==> config.mk <==
export PLATFORM = sky130hd
export DESIGN_NAME = rr_arb_mux_flat
export DESIGN_NICKNAME = d
export VERILOG_FILES = /design/src/rtl/rr_arb_pkg.sv /design/src/rtl/rr_arb_mux_if.sv /design/src/rtl/rr_arb_mux_grant.sv /design/src/rtl/rr_arb_mux.sv /design/src/flat_wrapper.sv
export SDC_FILE = /design/constraint.sdc
export NUM_CORES = 1
export LEC_CHECK = 0
export BUFFER_PORTS_ARGS = -buffer_cell sky130_fd_sc_hd__buf_2
export CAP_MARGIN = 40
export CELL_PAD_IN_SITES_DETAIL_PLACEMENT = 1
export CELL_PAD_IN_SITES_GLOBAL_PLACEMENT = 1
export CORE_MARGIN = 2
export CORE_UTILIZATION = 29
export DETAILED_ROUTE_END_ITERATION = 10
export PLACE_DENSITY = 0.86
export RECOVER_POWER = 50
export SETUP_SLACK_MARGIN = 0.1
export SKIP_CTS_REPAIR_TIMING = 1
export SLEW_MARGIN = 20
export SYNTH_ARGS = -nofsm -noshare
export SYNTH_HDL_FRONTEND = slang
export SYNTH_HIERARCHICAL = 1
export SYNTH_SLANG_ARGS = --single-unit
export TNS_END_PERCENT = 1
==> constraint.sdc <==
create_clock -name clock -period 5.7 [get_ports clock]
set_input_delay 0.285 -clock clock [delete_from_list [all_inputs] [get_ports clock]]
set_output_delay 0.285 -clock clock [all_outputs]
set_load 0.01 [all_outputs]
==> src/rtl/rr_arb_pkg.sv <==
// Shared constants and state encoding for the round-robin arbitrating multiplexer.
package rr_arb_pkg;

    localparam int DEF_WIDTH = 32;
    localparam int DEF_NCH   = 5;

    typedef enum logic {
        ST_EMPTY = 1'b0,
        ST_FULL  = 1'b1
    } state_e;

endpackage

==> src/rtl/rr_arb_mux_if.sv <==
// Handshake bundle: NCH upstream channels in, one registered output channel out.
interface rr_arb_mux_if
    import rr_arb_pkg::*;
#(
    parameter int WIDTH = DEF_WIDTH,
    parameter int NCH   = DEF_NCH,
    parameter int SELW  = 3
);

    logic [NCH-1:0]       ch_enable;
    logic [NCH-1:0]       in_valid;
    logic [NCH*WIDTH-1:0] in_data;
    logic [NCH-1:0]       in_ready;
    logic                 out_valid;
    logic [WIDTH-1:0]     out_data;
    logic [SELW-1:0]      out_sel;
    logic                 out_ready;

    modport slave (
        input  ch_enable, in_valid, in_data, out_ready,
        output in_ready, out_valid, out_data, out_sel
    );

    modport master (
        output ch_enable, in_valid, in_data, out_ready,
        input  in_ready, out_valid, out_data, out_sel
    );

endinterface

==> src/rtl/rr_arb_mux_grant.sv <==
// Combinational grant finder: first request at or above ptr, wrapping modulo NCH.
module rr_grant
    import rr_arb_pkg::*;
#(
    parameter int NCH  = DEF_NCH,
    parameter int SELW = 3
) (
    input  logic [NCH-1:0]  req_i,
    input  logic [SELW-1:0] ptr_i,
    output logic [SELW-1:0] grant_o,
    output logic            any_o
);

    logic [2*NCH-1:0] dbl;
    logic [NCH-1:0]   rot;
    logic [SELW-1:0]  off;
    logic [SELW:0]    sum;
    logic             hit;

    always_comb begin
        // Rotating the doubled vector puts channel ptr at bit 0 so a plain LSB-first search wraps.
        dbl = {req_i, req_i} >> ptr_i;
        rot = dbl[NCH-1:0];
        off = '0;
        hit = 1'b0;
        for (int unsigned i = 0; i < NCH; i++) begin
            if (rot[i] && !hit) begin
                off = SELW'(i);
                hit = 1'b1;
            end
        end
        sum = {1'b0, ptr_i} + {1'b0, off};
        if (sum >= (SELW+1)'(NCH)) begin
            sum = sum - (SELW+1)'(NCH);
        end
        grant_o = sum[SELW-1:0];
        any_o   = |req_i;
    end

endmodule

==> src/rtl/rr_arb_mux.sv <==
// N-channel arbitrating mux with one registered output stage; round-robin or fixed priority.
module rr_arb_mux
    import rr_arb_pkg::*;
#(
    parameter int WIDTH   = DEF_WIDTH,
    parameter int NCH     = DEF_NCH,
    parameter int SELW    = 3,
    parameter int RR_MODE = 1
) (
    input  logic         clock,
    input  logic         reset,
    rr_arb_mux_if.slave  bus
);

    state_e           state_q, state_d;
    logic [WIDTH-1:0] out_data_q, out_data_d;
    logic [SELW-1:0]  out_sel_q, out_sel_d;
    logic [SELW-1:0]  rr_ptr_q, rr_ptr_d;

    logic [NCH-1:0]   req;
    logic [SELW-1:0]  search_ptr;
    logic [SELW-1:0]  grant;
    logic             any;
    logic [NCH-1:0]   grant_oh;
    logic [WIDTH-1:0] sel_data;
    logic             can_load;
    logic             load;

    assign req        = bus.in_valid & bus.ch_enable;
    assign search_ptr = (RR_MODE != 0) ? rr_ptr_q : '0;

    rr_grant #(
        .NCH  (NCH),
        .SELW (SELW)
    ) u_grant (
        .req_i   (req),
        .ptr_i   (search_ptr),
        .grant_o (grant),
        .any_o   (any)
    );

    // Reset blocks the upstream handshake so nothing is accepted in a reset cycle.
    assign can_load = (state_q == ST_EMPTY) || bus.out_ready;
    assign load     = can_load && any && !reset;
    assign grant_oh = any ? (NCH'(1) << grant) : '0;

    always_comb begin
        sel_data = '0;
        for (int unsigned i = 0; i < NCH; i++) begin
            sel_data = sel_data | (bus.in_data[i*WIDTH +: WIDTH] & {WIDTH{grant_oh[i]}});
        end
    end

    always_comb begin
        state_d    = state_q;
        out_data_d = out_data_q;
        out_sel_d  = out_sel_q;
        rr_ptr_d   = rr_ptr_q;
        unique case (state_q)
            ST_EMPTY: begin
                if (load) begin
                    state_d = ST_FULL;
                end
            end
            ST_FULL: begin
                if (!load && bus.out_ready) begin
                    state_d = ST_EMPTY;
                end
            end
            default: state_d = ST_EMPTY;
        endcase
        if (load) begin
            out_data_d = sel_data;
            out_sel_d  = grant;
            if (RR_MODE != 0) begin
                rr_ptr_d = (grant == SELW'(NCH-1)) ? '0 : grant + 1'b1;
            end
        end
    end

    always_ff @(posedge clock) begin
        if (reset) begin
            state_q    <= ST_EMPTY;
            out_data_q <= '0;
            out_sel_q  <= '0;
            rr_ptr_q   <= '0;
        end else begin
            state_q    <= state_d;
            out_data_q <= out_data_d;
            out_sel_q  <= out_sel_d;
            rr_ptr_q   <= rr_ptr_d;
        end
    end

    assign bus.in_ready  = load ? grant_oh : '0;
    assign bus.out_valid = (state_q == ST_FULL);
    assign bus.out_data  = out_data_q;
    assign bus.out_sel   = out_sel_q;

endmodule
==> src/flat_wrapper.sv <==
// flat-port wrapper written by rule: the top's interface ports become plain ports
module rr_arb_mux_flat import rr_arb_pkg::*;
#(
    parameter int WIDTH   = DEF_WIDTH,
    parameter int NCH     = DEF_NCH,
    parameter int SELW    = 3,
    parameter int RR_MODE = 1
)
  (clock, reset, bus_ch_enable, bus_in_valid, bus_in_data, bus_out_ready, bus_in_ready, bus_out_valid, bus_out_data, bus_out_sel);
  rr_arb_mux_if #(.WIDTH(WIDTH), .NCH(NCH), .SELW(SELW)) bus_i ();
  input  logic clock;
  input  logic reset;
  input wire logic [$bits(bus_i.ch_enable)-1:0] bus_ch_enable;
  input wire logic [$bits(bus_i.in_valid)-1:0] bus_in_valid;
  input wire logic [$bits(bus_i.in_data)-1:0] bus_in_data;
  input wire logic [$bits(bus_i.out_ready)-1:0] bus_out_ready;
  output wire logic [$bits(bus_i.in_ready)-1:0] bus_in_ready;
  output wire logic [$bits(bus_i.out_valid)-1:0] bus_out_valid;
  output wire logic [$bits(bus_i.out_data)-1:0] bus_out_data;
  output wire logic [$bits(bus_i.out_sel)-1:0] bus_out_sel;
  assign bus_i.ch_enable = bus_ch_enable;
  assign bus_i.in_valid = bus_in_valid;
  assign bus_i.in_data = bus_in_data;
  assign bus_i.out_ready = bus_out_ready;
  assign bus_in_ready = bus_i.in_ready;
  assign bus_out_valid = bus_i.out_valid;
  assign bus_out_data = bus_i.out_data;
  assign bus_out_sel = bus_i.out_sel;
  rr_arb_mux #(.WIDTH(WIDTH), .NCH(NCH), .SELW(SELW), .RR_MODE(RR_MODE)) u_core (.clock(clock), .reset(reset), .bus(bus_i));
endmodule
==> flow_summary.ini <==
[run_status]
status = completed

[timing]
finalCritPeriodShare_pct = 93.88
rsz0062_at_grt = yes
drv_slew = 0
setup_viol = 0
fin_ws_ps = 348.6
finalHoldViolations = 0
slew_headroom_pct = 51.58
fin_skew_ps = 11.33
setup_tns_ps = 0
max_freq_mhz = 186.9
finalCriticalPeriod_ps = 5351
finalHoldWorstSlack_ps = 274.2
tightest_slew_ps = 723.8

[cells_and_area]
fillCellCount = 1383
seq_area_um2 = 789.5
multi_input_area_um2 = 2053
diodes = 0
area_delta_synth_final_pct = 45.78
final_util_pct = 42.87
final_cells = 711
drive_above_1_share_pct = 41.86
final_area_um2 = 4586
nets = 754

[pwr]
power_leakage_nw = 2.148
p_int_mw = 1.945
max-vdd-ir-drop_uv = 501.9
pwr-share-seq_pct = 11.3
power.density_nw_per_um2 = 817.0
p_total_mw = 3.746
pwr-share-clk_pct = 6.7
switching_share_pct = 48.08
combPwrFrac_pct = 82.0
switchingPower_mw = 1.801

[floorplanning]
die_h_um = 108.1
rows = 38
io_pins = 214
core_area_um2 = 10700
die-width_um = 108.1
dieArea_um2 = 11700
initial_core_util_pct = 29.40

[placed_design]
dpl.hpwl_um = 9857
portBuffers = 213
place_area_um2 = 4329
post-place-ws_ps = -40.81
gp_congestion = 0.8330
dp_cells = 692

[routing]
ant_nets = 0
vias_per_cell = 5.522
drtIter0Drc = 288
drt_wl_total_um = 13490
post-route-drc-count = 0
first_pass_iters = 8
vias = 3926
post_drt_wl_per_cell_um = 18.97

[min_path]
min_to = u_core/rr_ptr_q[1]
hold_path_class = in -> reg
hp-start = reset
whs_path_depth = 2

[worst_setup_path]
cp_top_family = adder cells
worstPathRequired_ps = 5410
path_cells = mux2i_2, mux2i_2, or4_1, o211ai_1, ha_1, inv_1, fa_1, ha_1, nand2b_1, a221o_1, a221o_1, nor2b_1, xnor2_2, buf_12, inv_1, ha_1, buf_6, and3_1, buf_2
crit_buf_inv = 5
max_stage_delay_ps = 520
ff2ff_setup_slack_ps = 470
reg2reg_from = u_core/rr_ptr_q[1]
reg2reg_depth = 19
end_kind = output pin
crit_arrival_ps = 5070
crit_slowest_cell = or4_1
cp_common_cell = ha_1
r2r_end = u_core/bus.out_data[31]
worstSetupPathType = reg -> out
critical_path_peak_fanout = 18
cp-start-kind = flip-flop

[clock_tree]
cts_tree = yes
path_clk_slew_ps = 90
cts_buffers = 5
clock_sinks = 39
cts_max_level = 2
cts_buffer_depth = 2
cts_root_buf = clkbuf_8
insertion_delay_ps = 300

[synth]
synth_area_leader_cell = dfxtp_1
synth_cells = 369
ys_seq_elements = 39
yosysTopAreaCellShare_pct = 24.82
synth_area_um2 = 3146
synth_nets = 553
synth_area_per_cell_um2 = 8.524
async_reset_ff_share_pct = 0
ys.flop_type = dfxtp_1
yosys-top-cells-area = dfxtp_1 25%, a222oi_1 10%, o221ai_1 8.9%
ys_seq_area_share_pct = 24.82
synth-edff-count = 0
ys_warn_count = 6
synth_cell_types = 42

[global_route]
grt_pass1_vias = 4160
overflow = 0
antenna_found_initial = 0
grt_usage_pct = 22.37
grt_pass1_wl_um = 20420
grt_max_degree = 40

[flow_run]
maxCapViolCount = 0
==> layout make-up <==
cell class | instances | share of cell area, %
clock buffer | 6 | 1.801
clock inverter | 2 | 0.7640
inverter | 41 | 3.356
multi-input combinational | 246 | 44.77
sequential | 39 | 17.22
tap | 140 | 3.820
timing repair buffer | 237 | 28.27
==> sequential cells by signal (all words and copies together), names as in the netlist <==
register and count:
u_core/bus.out_valid 1, u_core/bus.out_sel 3, u_core/bus.out_data 32, u_core/rr_ptr_q 3
==> worst register-to-register path: stages (launching register included) <==
cell and delay (ps):
dfxtp_4 410, mux2i_2 300, mux2i_2 190, or4_1 520
o211ai_1 100, ha_1 200, inv_1 60, fa_1 500
ha_1 210, nand2b_1 170, a221o_1 340, a221o_1 400
nor2b_1 190, xnor2_2 310, buf_12 150, inv_1 40
ha_1 210, buf_4 210, a222oi_1 380, o221ai_1 180
==> routing by layer <==
layer	wire, um	global-route usage (%)
met1	5330	24.88
met2	7041	42.68
met3	882	3.376
met5	0	0
met4	237	8.150
==> cells in the mapped netlist, types with 2 or more instances <==
master     n
xor2_1     2
and3_1    25
o221ai_1  32
a221o_1    2
nand2_1    6
mux2_2    13
inv_1     41
nor2b_1    6
nor3_1     4
nand2b_1   2
nor2_1     5
o211ai_1  23
and2_1     5
dfxtp_1   39
a222oi_1  32
a21oi_1    8
nand3_1    5
a31oi_1    2
nand4_1   12
mux2i_1    9
o21ai_0    7
clkbuf_1  16
ha_1      10
and3b_1   21
buf_2     19
buf_4      6
xnor2_1    2
==> cells in the final DEF, fill, tap and decap left out, types with 2 or more instances in the layout <==
cell / instances
nand4_1: 12
and3b_1: 21
xnor2_2: 2
buf_4: 16
buf_12: 2
mux2i_1: 6
clkbuf_1: 36
o221ai_1: 32
a222oi_1: 32
ha_1: 10
buf_6: 2
nor2b_1: 3
nand2_1: 6
nor2b_4: 3
o21ai_0: 6
a31oi_1: 2
o211ai_1: 23
mux2i_2: 3
nor2_1: 5
and2_1: 4
and3_1: 25
clkbuf_8: 6
xor2_1: 2
inv_1: 41
dfxtp_4: 2
clkbuf_16: 2
a221o_1: 2
nor3_1: 4
a21oi_1: 8
buf_2: 177
mux2_2: 13
nand3_1: 5
dfxtp_1: 36
==> power by group through the flow <==
stage	sequential [mW]	clock [mW]	combinational, mW
global route	0.433	0.271	3.35
CTS	0.417	0.262	2.69
detailed placement	0.423	0	2.68
global placement	0.419	0	2.55
floorplan	0.441	0	1.85
finish	0.422	0.253	3.07
==> worst max path at each step <==
stage	from	endpoint	slack, ps	depth (start not counted)
after global routing	u_core/rr_ptr_q[1]	bus_in_ready[4]	70	21
after floorplan	u_core/rr_ptr_q[1]	u_core/bus.out_data[10]	470	22
after CTS	u_core/rr_ptr_q[0]	bus_in_ready[1]	-390	18
final	u_core/rr_ptr_q[1]	bus_in_ready[3]	350	19
after global placement	u_core/rr_ptr_q[0]	bus_in_ready[0]	220	19
after detailed placement	u_core/rr_ptr_q[0]	bus_in_ready[1]	-40	18
==> logic make-up after synthesis <==
kind of cell / after synthesis / share of synthesized area [%]
adders and majority gates: 11 / 4.614
DFF: 39 / 24.82
muxes: 23 / 8.234
AOI/OAI and AO/OA: 113 / 29.99
xor gates and xnor gates: 4 / 1.114
and+or+nand+nor: 95 / 19.49
buffers and inverters: 84 / 11.73
Note: power is estimated with default switching activity, not from simulation.
